[config.mk]
export PLATFORM = sky130hd
export DESIGN_NAME = sm_timer
export DESIGN_NICKNAME = d
export VERILOG_FILES = /design/src/rtl/sm_timer.sv
export SDC_FILE = /design/constraint.sdc
export NUM_CORES = 1
export LEC_CHECK = 0
export CAP_MARGIN = 20
export CELL_PAD_IN_SITES_DETAIL_PLACEMENT = 1
export CELL_PAD_IN_SITES_GLOBAL_PLACEMENT = 2
export CORE_ASPECT_RATIO = 0.5
export CORE_MARGIN = 3
export CORE_UTILIZATION = 28
export DETAILED_ROUTE_END_ITERATION = 12
export PLACE_DENSITY_LB_ADDON = 0.15
export SYNTH_ARGS = -nofsm -noshare
export SYNTH_HDL_FRONTEND = slang
export SYNTH_SLANG_ARGS = --single-unit
[constraint.sdc]
create_clock -name clk -period 3.7 [get_ports clk]
set_input_delay 0.74 -clock clk [delete_from_list [all_inputs] [get_ports clk]]
set_output_delay 0.74 -clock clk [all_outputs]
set_load 0.005 [all_outputs]
[src/rtl/sm_timer.sv]
// -----------------------------------------------------------------------------
// sm_timer -- programmable sample delay line built on a ring buffer.
//
// Every tick the incoming sample din is written into a MAX_DELAY-entry ring
// buffer. Once the pipeline has been refilled after reset or after a delay
// change, dout presents the sample written dly_cur-1 ticks before the current
// edge. The delay takes effect on the edge that loads it, so dout shows each
// sample dly_cur edges after it arrives. dout_valid tells downstream logic
// when dout is a genuine delayed sample.
//
// Parameters:
//   WIDTH       data lane width in bits
//   MAX_DELAY   largest programmable delay in ticks (40 ticks = 1 s game time)
//   RESET_DELAY delay in force after reset, 1..MAX_DELAY
//
// Ports:
//   clk        in   tick clock, rising edge active
//   rst_n      in   asynchronous reset, active low
//   din        in   sample captured every tick
//   dly_wr     in   load dly_val as the new delay (restarts the fill)
//   dly_val    in   requested delay in ticks, clamped to 1..MAX_DELAY
//   flush      in   empty the pipeline, keeping the delay
//                   (only present when SM_TIMER_FLUSH_EN is defined)
//   dly_cur    out  delay currently in force
//   dout       out  din delayed by dly_cur ticks, zero while not valid
//   dout_valid out  dout holds a genuine delayed sample
//
// Optional feature macro: SM_TIMER_FLUSH_EN adds the flush input.
// -----------------------------------------------------------------------------
module sm_timer #(
  parameter int WIDTH       = 8,
  parameter int MAX_DELAY   = 64,
  parameter int RESET_DELAY = 1
) (
  input  logic                           clk,
  input  logic                           rst_n,
  input  logic [WIDTH-1:0]               din,
  input  logic                           dly_wr,
  input  logic [$clog2(MAX_DELAY+1)-1:0] dly_val,
`ifdef SM_TIMER_FLUSH_EN
  input  logic                           flush,
`endif
  output logic [$clog2(MAX_DELAY+1)-1:0] dly_cur,
  output logic [WIDTH-1:0]               dout,
  output logic                           dout_valid
);

  localparam int DW = $clog2(MAX_DELAY + 1);
  localparam int PW = (MAX_DELAY > 1) ? $clog2(MAX_DELAY) : 1;

  typedef enum logic {
    FILL = 1'b0,
    RUN  = 1'b1
  } state_t;

  state_t             state;
  logic [DW-1:0]      fill_cnt;
  logic [PW-1:0]      wr_ptr;
  logic [WIDTH-1:0]   mem [MAX_DELAY];

  logic [DW-1:0]      dly_clamped;
  logic [DW-1:0]      back;
  logic [DW-1:0]      wr_ext;
  logic [DW-1:0]      rd_ext;
  logic [PW-1:0]      rd_ptr;
  logic [WIDTH-1:0]   sample;
  logic               flush_req;

`ifdef SM_TIMER_FLUSH_EN
  assign flush_req = flush;
`else
  assign flush_req = 1'b0;
`endif

  // Clamp the requested delay into the legal 1..MAX_DELAY window.
  always_comb begin
    dly_clamped = dly_val;
    if (dly_val == '0) begin
      dly_clamped = DW'(1);
    end else if (dly_val > DW'(MAX_DELAY)) begin
      dly_clamped = DW'(MAX_DELAY);
    end
  end

  // Read address: the entry written dly_cur-1 ticks ago, i.e. wr_ptr minus
  // (dly_cur-1) modulo MAX_DELAY. With dly_cur = MAX_DELAY this lands on
  // wr_ptr+1, the oldest entry, which is read before this edge overwrites
  // the slot it will be reused for. A delay of one means "this edge's din",
  // which is not in the buffer yet, so it bypasses the storage entirely.
  always_comb begin
    back   = dly_cur - DW'(1);
    wr_ext = DW'(wr_ptr);
    if (wr_ext >= back) begin
      rd_ext = wr_ext - back;
    end else begin
      rd_ext = wr_ext + DW'(MAX_DELAY) - back;
    end
    rd_ptr = PW'(rd_ext);
    sample = (dly_cur == DW'(1)) ? din : mem[rd_ptr];
  end

  // Sample storage. Deliberately not reset: anything stale is hidden by the
  // FILL phase, which never exposes an entry written before the fill began.
  always_ff @(posedge clk) begin
    if (rst_n) begin
      mem[wr_ptr] <= din;
    end
  end

  // Control FSM plus registered outputs. A delay load beats a flush; either
  // one restarts the fill and blanks the output on the same edge. In FILL
  // the counter tracks how many samples of the new pipeline have arrived,
  // and the edge that brings in sample number dly_cur switches to RUN.
  always_ff @(posedge clk or negedge rst_n) begin
    if (!rst_n) begin
      state      <= FILL;
      fill_cnt   <= '0;
      wr_ptr     <= '0;
      dly_cur    <= DW'(RESET_DELAY);
      dout       <= '0;
      dout_valid <= 1'b0;
    end else begin
      if (wr_ptr == PW'(MAX_DELAY - 1)) begin
        wr_ptr <= '0;
      end else begin
        wr_ptr <= wr_ptr + PW'(1);
      end

      if (dly_wr) begin
        dly_cur    <= dly_clamped;
        state      <= FILL;
        fill_cnt   <= '0;
        dout       <= '0;
        dout_valid <= 1'b0;
      end else if (flush_req) begin
        state      <= FILL;
        fill_cnt   <= '0;
        dout       <= '0;
        dout_valid <= 1'b0;
      end else begin
        case (state)
          FILL: begin
            if (fill_cnt + DW'(1) == dly_cur) begin
              state      <= RUN;
              fill_cnt   <= '0;
              dout       <= sample;
              dout_valid <= 1'b1;
            end else begin
              fill_cnt   <= fill_cnt + DW'(1);
              dout       <= '0;
              dout_valid <= 1'b0;
            end
          end
          RUN: begin
            dout       <= sample;
            dout_valid <= 1'b1;
          end
          default: begin
            state      <= FILL;
            fill_cnt   <= '0;
            dout       <= '0;
            dout_valid <= 1'b0;
          end
        endcase
      end
    end
  end

endmodule

Word-level counts from Yosys, hierarchy flattened --
Memory sizes are Yosys's and may differ from the RTL's. Cells that the tools add are included.
Word-level totals: register bits 30, bits in writable memories 512, input port bits 18, output and inout bits 16, word-level logic and storage cells 39, memories kept 1
Cells by class: $add $sub $neg 6, $lt $le $gt $ge 2, equality and inequality tests 4, multiplexer cells 18, bitwise gates (word level) 1, reduce and logical (&&, ||, !) cells 1
Memories:
- mem | words 64, width 8, read ports 1, clocked after memory_dff 0, write ports 1, RTL line 59 | logic [WIDTH-1:0] mem [MAX_DELAY];
Operators with widths (number):
- 2-to-1 mux 7 bit | 5
- 2-to-1 mux 8 bit | 3
- case mux 8 bit (2 select lines) | 1
- adder 6 x 1 -> 6 bit, second input constant | 2
- 2-to-1 mux 6 bit | 2
- subtractor 6 bit | 2
- adder 7 x 1 -> 7 bit, second input constant | 1
- equality test 7 x 1 -> 1 bit, second input constant | 1
- equality test 7 bit | 1
- >= comparator 6 x 7 -> 1 bit | 1
- greater-than comparator 7 bit, second input constant | 1
- zero test 7 bit | 1
- subtractor 7 x 1 -> 7 bit, second input constant | 1
- equality test 6 bit, second input constant | 1
- 2-to-1 mux 1 bit | 6
- inequality test 2 bit, second input constant | 1
- case mux 1 bit (2 select lines) | 1
- NOT 1 bit | 1

Logic depth before layout (Yosys ltp) --
Gate-level depths: netlist of run 1. An unclocked memory read counts as a cell.
depth in word-level cells 8, mapped depth 14, depth with buffers taken out 11

Worst setup path before layout of run 1 --
No wires, ideal clock.
path kind register -> register, start point register dly_cur[0], end point register dout[0], setup time 128 ps, data arrival time 3349 ps, data required time 3572 ps, setup slack 224 ps, stages on the path, launching flop included 11, path buffers 1, clock period less this slack 3476 ps, path through dfstp_2 -> inv_1 -> ha_1 -> inv_1 -> fa_1 -> xnor2_2 -> buf_6 -> mux4_2 -> mux4_2 -> a32oi_1 -> a31oi_1
On the way: longest elaborated chain between the ends 8, elaborated cells between the ends (all ways) 12, classes of those cells add/sub (3); order compare (1); eq/ne (2); mux (5); memory (1)
Ends and longest elaborated chain:
- start, declared | RTL line 43 | output logic [$clog2(MAX_DELAY+1)-1:0] dly_cur,
- start signal, assigned | RTL line 119 | dly_cur <= DW'(RESET_DELAY);
- start signal, assigned | RTL line 130 | dly_cur <= dly_clamped;
- subtractor 7 x 1 -> 7 bit | RTL line 91 | back = dly_cur - DW'(1);
- subtractor 6 bit (tied with other cells) | RTL line 96 | rd_ext = wr_ext + DW'(MAX_DELAY) - back;
- 2-to-1 mux 6 bit | RTL line 93 | if (wr_ext >= back) begin
- memory read (64 x 8 bit)
- 2-to-1 mux 8 bit | RTL line 99 | sample = (dly_cur == DW'(1)) ? din : mem[rd_ptr];
- 2-to-1 mux 8 bit | RTL line 143 | if (fill_cnt + DW'(1) == dly_cur) begin
- case mux 8 bit (2 select lines) * | RTL line 141 | case (state)
- 2-to-1 mux 8 bit * | RTL line 129 | if (dly_wr) begin
- end signal, assigned | RTL line 146 | dout <= sample;
- end signal, assigned | RTL line 155 | dout <= sample;
- end, declared | RTL line 44 | output logic [WIDTH-1:0] dout,
Every way passes the cells marked *; elsewhere a longest branch is shown, timed or not. A chain may end at the register's enable or synchronous reset.

Worst setup path after layout of run 1 --
start point register dly_cur[0], end point register dout[3]
Same word-level chain as after synthesis.

==> results of run 1 <==
[through the flow]
| step | instances | setup TNS, ps |
|---|---|---|
| after floorplan | 1053 | 0 |
| after global placement | 2178 | -53.31 |
| after detailed placement | 2178 | -51.51 |
| after CTS | 2275 | 0 |
| after global routing | 2277 | 0 |
| final | 2278 | 0 |
[cell usage in the layout (no fill, tap or decap), types with 7 or more instances in the layout]
master	n
edfxtp_1	512
dfrtp_1	28
mux2i_1	8
mux4_2	149
ha_1	8
and3_1	7
a21oi_1	14
xor2_1	8
nand2_1	59
clkinv_1	8
nand3_1	19
xnor2_1	14
inv_1	13
buf_4	107
nor2_1	74
clkinv_2	11
buf_2	9
buf_12	12
nand4_1	10
clkinvlp_4	7
clkbuf_16	55
bufinv_16	7
clkdlybuf4s50_1	24
o21ai_0	19
[layout make-up]
| cell class | instances | share of cell area (%) |
|---|---|---|
| clock buffer | 61 | 5.437 |
| sequential | 541 | 62.59 |
| multi-input combinational | 449 | 20.04 |
| inverter | 13 | 0.1897 |
| antenna | 1 | 0.009727 |
| tap | 1022 | 4.971 |
| clock inverter | 36 | 1.454 |
| timing repair buffer | 155 | 5.311 |
[power by group]
part           switching [mW]  internal, mW  total (mW)
clock network            2.41          3.20        5.62
registers              0.0284          6.72        6.75
logic                    1.28         0.972        2.25
[routing by layer]
layer	up-vias	GRT usage [%]	share of wire (%)
li1	4634	-	-
met5	-	0	0
met4	0	2.922	1.4
met2	261	22.19	44
met1	5940	23.55	50
met3	61	2.955	5.1
[worst max path at each step]
stage,to,slack [ps],startpoint
2_1_floorplan,dout[0],220,dly_cur[0]
3_3_place_gp,dout[3],-50,dly_cur[0]
3_5_place_dp,dout[3],-50,dly_cur[0]
4_1_cts,dout[3],30,dly_cur[0]
5_1_grt,dout[1],10,dly_cur[0]
6_report,dout[3],90,dly_cur[0]
[logic make-up (layout without fill, tap and decap cells)]
logic type	after synthesis	in the layout	share of synthesized area, %
other cells	0	1	0
buf+inv	63	265	1.328
mux	159	159	16.10
xor+xnor	26	26	1.259
fa+ha+maj	10	10	0.6176
simple gates	190	190	3.910
compound gates	64	64	1.806
flops	541	541	74.98
[worst register-to-register path: cells and delay by family (launching register included)]
kind                     cells  cell delay [ps]
AO/OA/AOI/OAI                1              120
adder cells (fa/ha/maj)      2             1160
buffers and inverters        3              390
flip-flops                   1              530
multiplexers                 3             1250
[registers in the layout, indices dropped and copies added, names as in the netlist]
signal,count
dly_cur,7
dout,8
dout_valid,1
fill_cnt,7
mem,512
wr_ptr,6
[what timing repair did]
action                     4_1_cts  5_1_grt
gates resized for setup          3        7
setup endpoints to repair        2        3
buffers inserted                 0        0
==> summary.txt, run 1 <==
Outcome
  • Outcome: finished, final reports clean

Detailed routing
  • Iter 0 DRT Violations: 863
  • DR vias: 10,900
  • Wire length per cell: 26.66 um
  • Number of vias per cell: 4.783
  • DRT Pass-1 Iters: 5
  • Total routed wirelength: 60.73 mm
  • Post-route ant nets: 0
  • # DRC: 0

Critical path
  • Worst r2r dst: dout[3]
  • FF-to-FF setup slack: 90 ps
  • Largest delay share family, worst path: multiplexers
  • Crit path DAT: 4070 ps
  • CP max FO: 38
  • Worst Setup Path Type: reg -> reg
  • Crit path capture type: flip-flop
  • Critical Path RT: 4160 ps
  • Crit-path cells: inv_1, ha_1, inv_1, fa_4, buf_12, mux4_2, mux4_2, mux2i_2, a211oi_1
  • FF-to-FF path depth: 9
  • CP peak stage delay: 850 ps
  • Startpoint types: flip-flop
  • Slowest cell on crit path: fa_4
  • R2r startpoint: dly_cur[0]
  • Levels on crit path: 9
  • Buf/Inv on CP: 3

Timing
  • Slew @ Worst Pin: 1108 ps
  • Slew Limit Headroom: 26.12%
  • Fin crit period: 3608 ps
  • Final period util: 97.51%
  • Max Freq: 277.2 MHz
  • Final setup fails: 0
  • Final Slew Violations: 0
  • Skew final: 14.55 ps
  • RSZ-0062 raised after global routing: false
  • WHS: 260.5 ps
  • Final Hold Fails: 0
  • Final worst slack: 92.08 ps

Floorplanning
  • Die H: 201.8 um
  • Die width: 397.7 um
  • Core Box Area: 0.07551 mm2
  • IO Count: 34
  • Die area: 0.08026 mm2
  • FP Rows: 71
  • Starting density of the core: 28.44%

Yosys
  • Ys async rst share: 5.360%
  • Avg Synthesized Cell Area: 20.39 um2
  • Top cells by area, synth: edfxtp_1 72%, mux4_2 16%, dfrtp_1 3.3%
  • Post-synth top cells: 512 x edfxtp_1, 149 x mux4_2, 74 x nor2_1
  • Post-synth top area share: 71.60%
  • Post-synthesis sequential area ratio: 74.98%
  • Yosys warns: 0
  • Yosys top cell by area: edfxtp_1
  • EDFF count, synth: 512
  • Cell with the most instances after synthesis: edfxtp_1
  • Syn_nets: 1,081
  • Synth Flop Type: edfxtp_1
  • Post-synth cell types: 45
  • FF+latch count, synth: 541
  • Synth Cell Area: 0.02147 mm2
  • Synth Instances: 1,053

Pwr
  • Peak supply drop: 0.3168 mV
  • Pwr dens: 568.0 mW/mm2
  • Leakage: 8.277 nW
  • PnR Total Power: 14.61 mW

Final layout
  • Multi-input logic area: 0.005155 mm2
  • Fin area: 0.02573 mm2
  • Utilization after layout: 34.07%
  • Sequential standard cell area: 0.01610 mm2
  • Synth-to-layout area growth: 19.80%
  • Layout cells sized above 1: 30.12%
  • Fillers: 7,544
  • Final net count: 1,241

Global routing
  • Largest net degree at the start of global routing: 50
  • First-pass GRT wire length: 87.55 mm
  • GRT Resource Usage Total: 15.20%
  • Gr ovfl total: 0
  • Vias in the first global route: 11,630
  • Initial antenna violation count: 3

Job
  • # Max-Cap Violations: 0

CTS
  • Clock tree root buffer cell: clkbuf_16
  • CTS tree: yes
  • TritonCTS Buffers: 53
  • CTS Hold Bufs: 0
  • Worst skew pair latency: 610 ps
  • Clk sinks: 541
  • # H-tree levels: 2
  • CTS clock-pin slew for the worst setup and hold paths: 70 ps
  • Max Root-Sink Buffers: 3

Placed design
  • Place WS: -51.51 ps
  • HPWL Detailed: 40.02 mm
  • Buffers on Ports: 33
  • GPL Wtd Cong: 0.7410
  • Post-Place Cell Area: 0.02387 mm2

Hold path
  • Worst hold-check path type: in -> async
Note: power is estimated with default switching activity, not from simulation.
==> run 2: changes to the inputs <==
--- a/config.mk
+++ b/config.mk
@@ -13,6 +13,7 @@
 export CORE_UTILIZATION = 28
 export DETAILED_ROUTE_END_ITERATION = 12
 export PLACE_DENSITY_LB_ADDON = 0.15
+export SETUP_SLACK_MARGIN = 0.3
 export SYNTH_ARGS = -nofsm -noshare
 export SYNTH_HDL_FRONTEND = slang
 export SYNTH_SLANG_ARGS = --single-unit
==> run 2 against run 1 <==
Non-clock buffer count grew 41. Combinational power rose by 18%. Clock power is 6.6% lower. Register-to-register slack improved by 20 ps. Sequential share of layout area is 1.3 points lower. Critical endpoint is now dout[2]. Routed wire length is 5.0% higher.
==> summary.txt, run 2 (synthesis results as in run 1) <==
Critical path
  • Slowest cell on crit path: fa_4 (unchanged)
  • Crit path capture type: flip-flop (unchanged)
  • CP peak stage delay: 820 ps (was 850 ps)
  • Crit-path cells: inv_2, ha_4, inv_2, fa_4, buf_12, buf_16, buf_12, mux4_2, mux4_2, a32oi_4, a31oi_1 (was inv_1, ha_1, inv_1, fa_4, buf_12, mux4_2, mux4_2, mux2i_2, a211oi_1)
  • Startpoint types: flip-flop (unchanged)
  • Crit path DAT: 4080 ps (was 4070 ps)
  • Largest delay share family, worst path: adder cells (was multiplexers)
  • Worst Setup Path Type: reg -> reg (unchanged)
  • Buf/Inv on CP: 5 (was 3)
  • Critical Path RT: 4200 ps (was 4160 ps)
  • CP max FO: 8 (was 38)

Floorplanning
  • Starting density of the core: 28.44% (unchanged)
  • FP Rows: 71 (unchanged)
  • Die width: 397.7 um (unchanged)
  • Die area: 0.08026 mm2 (unchanged)
  • Core Box Area: 0.07551 mm2 (unchanged)
  • Die H: 201.8 um (unchanged)
  • IO Count: 34 (unchanged)

Detailed routing
  • Total routed wirelength: 63.74 mm (was 60.73 mm)
  • # DRC: 0 (unchanged)
  • DR vias: 11,140 (was 10,900)
  • Number of vias per cell: 4.798 (was 4.783)
  • Post-route ant nets: 0 (unchanged)
  • Wire length per cell: 27.45 um (was 26.66 um)
  • DRT Pass-1 Iters: 5 (unchanged)
  • Iter 0 DRT Violations: 909 (was 863)

Timing
  • RSZ-0062 raised after global routing: true (was false)
  • Max Freq: 279.0 MHz (was 277.2 MHz)
  • Fin crit period: 3584 ps (was 3608 ps)
  • Skew final: 17.60 ps (was 14.55 ps)
  • Final Slew Violations: 0 (unchanged)
  • Slew @ Worst Pin: 860.0 ps (was 1108 ps)
  • Final Hold Fails: 0 (unchanged)
  • Final setup fails: 0 (unchanged)
  • Slew Limit Headroom: 42.67% (was 26.12%)
  • Final period util: 96.87% (was 97.51%)

CTS
  • Max Root-Sink Buffers: 3 (unchanged)
  • CTS clock-pin slew for the worst setup and hold paths: 70 ps (about the same)
  • Clock tree root buffer cell: clkbuf_16 (unchanged)
  • Worst skew pair latency: 620 ps (was 610 ps)
  • TritonCTS Buffers: 53 (unchanged)
  • # H-tree levels: 2 (unchanged)
  • Clk sinks: 541 (unchanged)
  • CTS Hold Bufs: 0 (unchanged)
  • CTS tree: yes (unchanged)

Global routing
  • First-pass GRT wire length: 92.32 mm (was 87.55 mm)
  • GRT Resource Usage Total: 16.07% (was 15.20%)
  • Gr ovfl total: 0 (unchanged)
  • GR Layer Usage met2: 25.08% (was 22.19%)
  • Busiest grt layer: met2 (was met1)
  • GR Util met3: 2.303% (was 2.955%)
  • Largest net degree at the start of global routing: 36 (was 50)
  • Initial antenna violation count: 2 (was 3)
  • Met1 GRT Util: 23.98% (was 23.55%)
  • Vias in the first global route: 12,100 (was 11,630)

Pwr
  • Pwr dens: 557.8 mW/mm2 (was 568.0 mW/mm2)
  • Peak supply drop: 0.3638 mV (was 0.3168 mV)
  • Leakage: 8.540 nW (was 8.277 nW)

Placed design
  • Cells after DPL: 2,203 (was 2,178)
  • GPL Wtd Cong: 0.7733 (was 0.7410)
  • Post-Place Cell Area: 0.02411 mm2 (was 0.02387 mm2)
  • HPWL Detailed: 41.20 mm (was 40.02 mm)
  • Buffers on Ports: 33 (unchanged)

Outcome
  • Outcome: finished, final reports clean (unchanged)

Final layout
  • Final net count: 1,282 (was 1,241)
  • Fillers: 7,489 (was 7,544)
  • Most frequent cells in the layout: 512 x edfxtp_1, 149 x mux4_2, 136 x buf_4, 74 x nor2_1, 57 x nand2_1 (was 512 x edfxtp_1, 149 x mux4_2, 107 x buf_4, 74 x nor2_1, 59 x nand2_1)
  • Fin area: 0.02629 mm2 (was 0.02573 mm2)
  • Top reg by flops: mem (unchanged)
  • Sequential standard cell area: 0.01610 mm2 (unchanged)
  • Layout Cells excl Fill: 2,322 (was 2,278)
  • Layout cells sized above 1: 32.36% (was 30.12%)
  • Top flop regs: mem: 512 flops, dout: 8 flops (unchanged)
  • Max FFs per register: 512 (unchanged)
  • Synth-to-layout area growth: 22.41% (was 19.80%)
  • Multi-input logic area: 0.005295 mm2 (was 0.005155 mm2)
  • Leading cell type in the layout, fill and taps excluded: edfxtp_1 (unchanged)

Hold path
  • Worst hold-check path type: in -> async (unchanged)

Job
  • # Max-Cap Violations: 0 (unchanged)
run 2: repair_timing:
action | 4_1_cts | 5_1_grt
gates resized for setup | 34 | 9
pin swaps | 7 | 3
setup buffers | 11 | 0
gates cloned | 6 | 1
setup endpoints to repair | 8 | 8
run 2: routing by layer:
layer | part of all wire, % | vias to the layer above
li1 | - | 4731
met1 | 49 | 6143
met3 | 4.0 | 57
met5 | 0 | -
met2 | 46 | 209
met4 | 1.6 | 0
run 2: path summary, 6_finish.rpt:
check	start	endpoint	slack (ps)	cells after the start
worst min-delay path	rst_n	fill_cnt[4]	250	2
min in group clk	fill_cnt[1]	fill_cnt[1]	560	2
max in group asynchronous	rst_n	dout[4]	3080	2
worst max register to register	dly_cur[0]	dout[2]	120	11
worst max-delay path	dly_cur[0]	dout[2]	120	11
worst min register to register	fill_cnt[1]	fill_cnt[1]	560	2
run 2: cell type report:
type	instances	share of cell area (%)
Timing Repair Buffer	196	7.302
Clock inverter	29	0.8615
Multi-Input combinational cell	449	20.14
Inverter	13	0.1856
Antenna cell	2	0.01904
Tap cell	1022	4.865
Sequential cell	541	61.25
Clock buffer	70	5.369
run 2: worst register-to-register path, stage by stage (launching register included):
cell,delay [ps]
dfstp_2,540
inv_2,50
ha_4,270
inv_2,40
fa_4,820
buf_12,160
buf_16,180
buf_12,150
mux4_2,340
mux4_2,530
a32oi_4,270
a31oi_1,120
run 2: stage by stage:
step	utilization [%]	setup TNS [ps]	hold slack, ps	setup WS [ps]	power (mW)
5_1_grt	34.81	0	281.4	64.32	15.25
4_1_cts	34.71	0	235.4	110.3	14.85
3_5_place_dp	31.93	-209.7	548.8	-55.40	9.169
2_1_floorplan	-	0	444.4	324.4	8.122
6_report	34.81	0	251.4	115.8	14.66
3_3_place_gp	31.93	-361.8	531.7	-95.37	9.161
run 2: report_power, final:
group | internal (mW) | switching (mW)
Clock | 2.90 | 2.35
Sequential | 6.72 | 0.0331
Combinational | 1.23 | 1.42
Total | 10.9 | 3.81
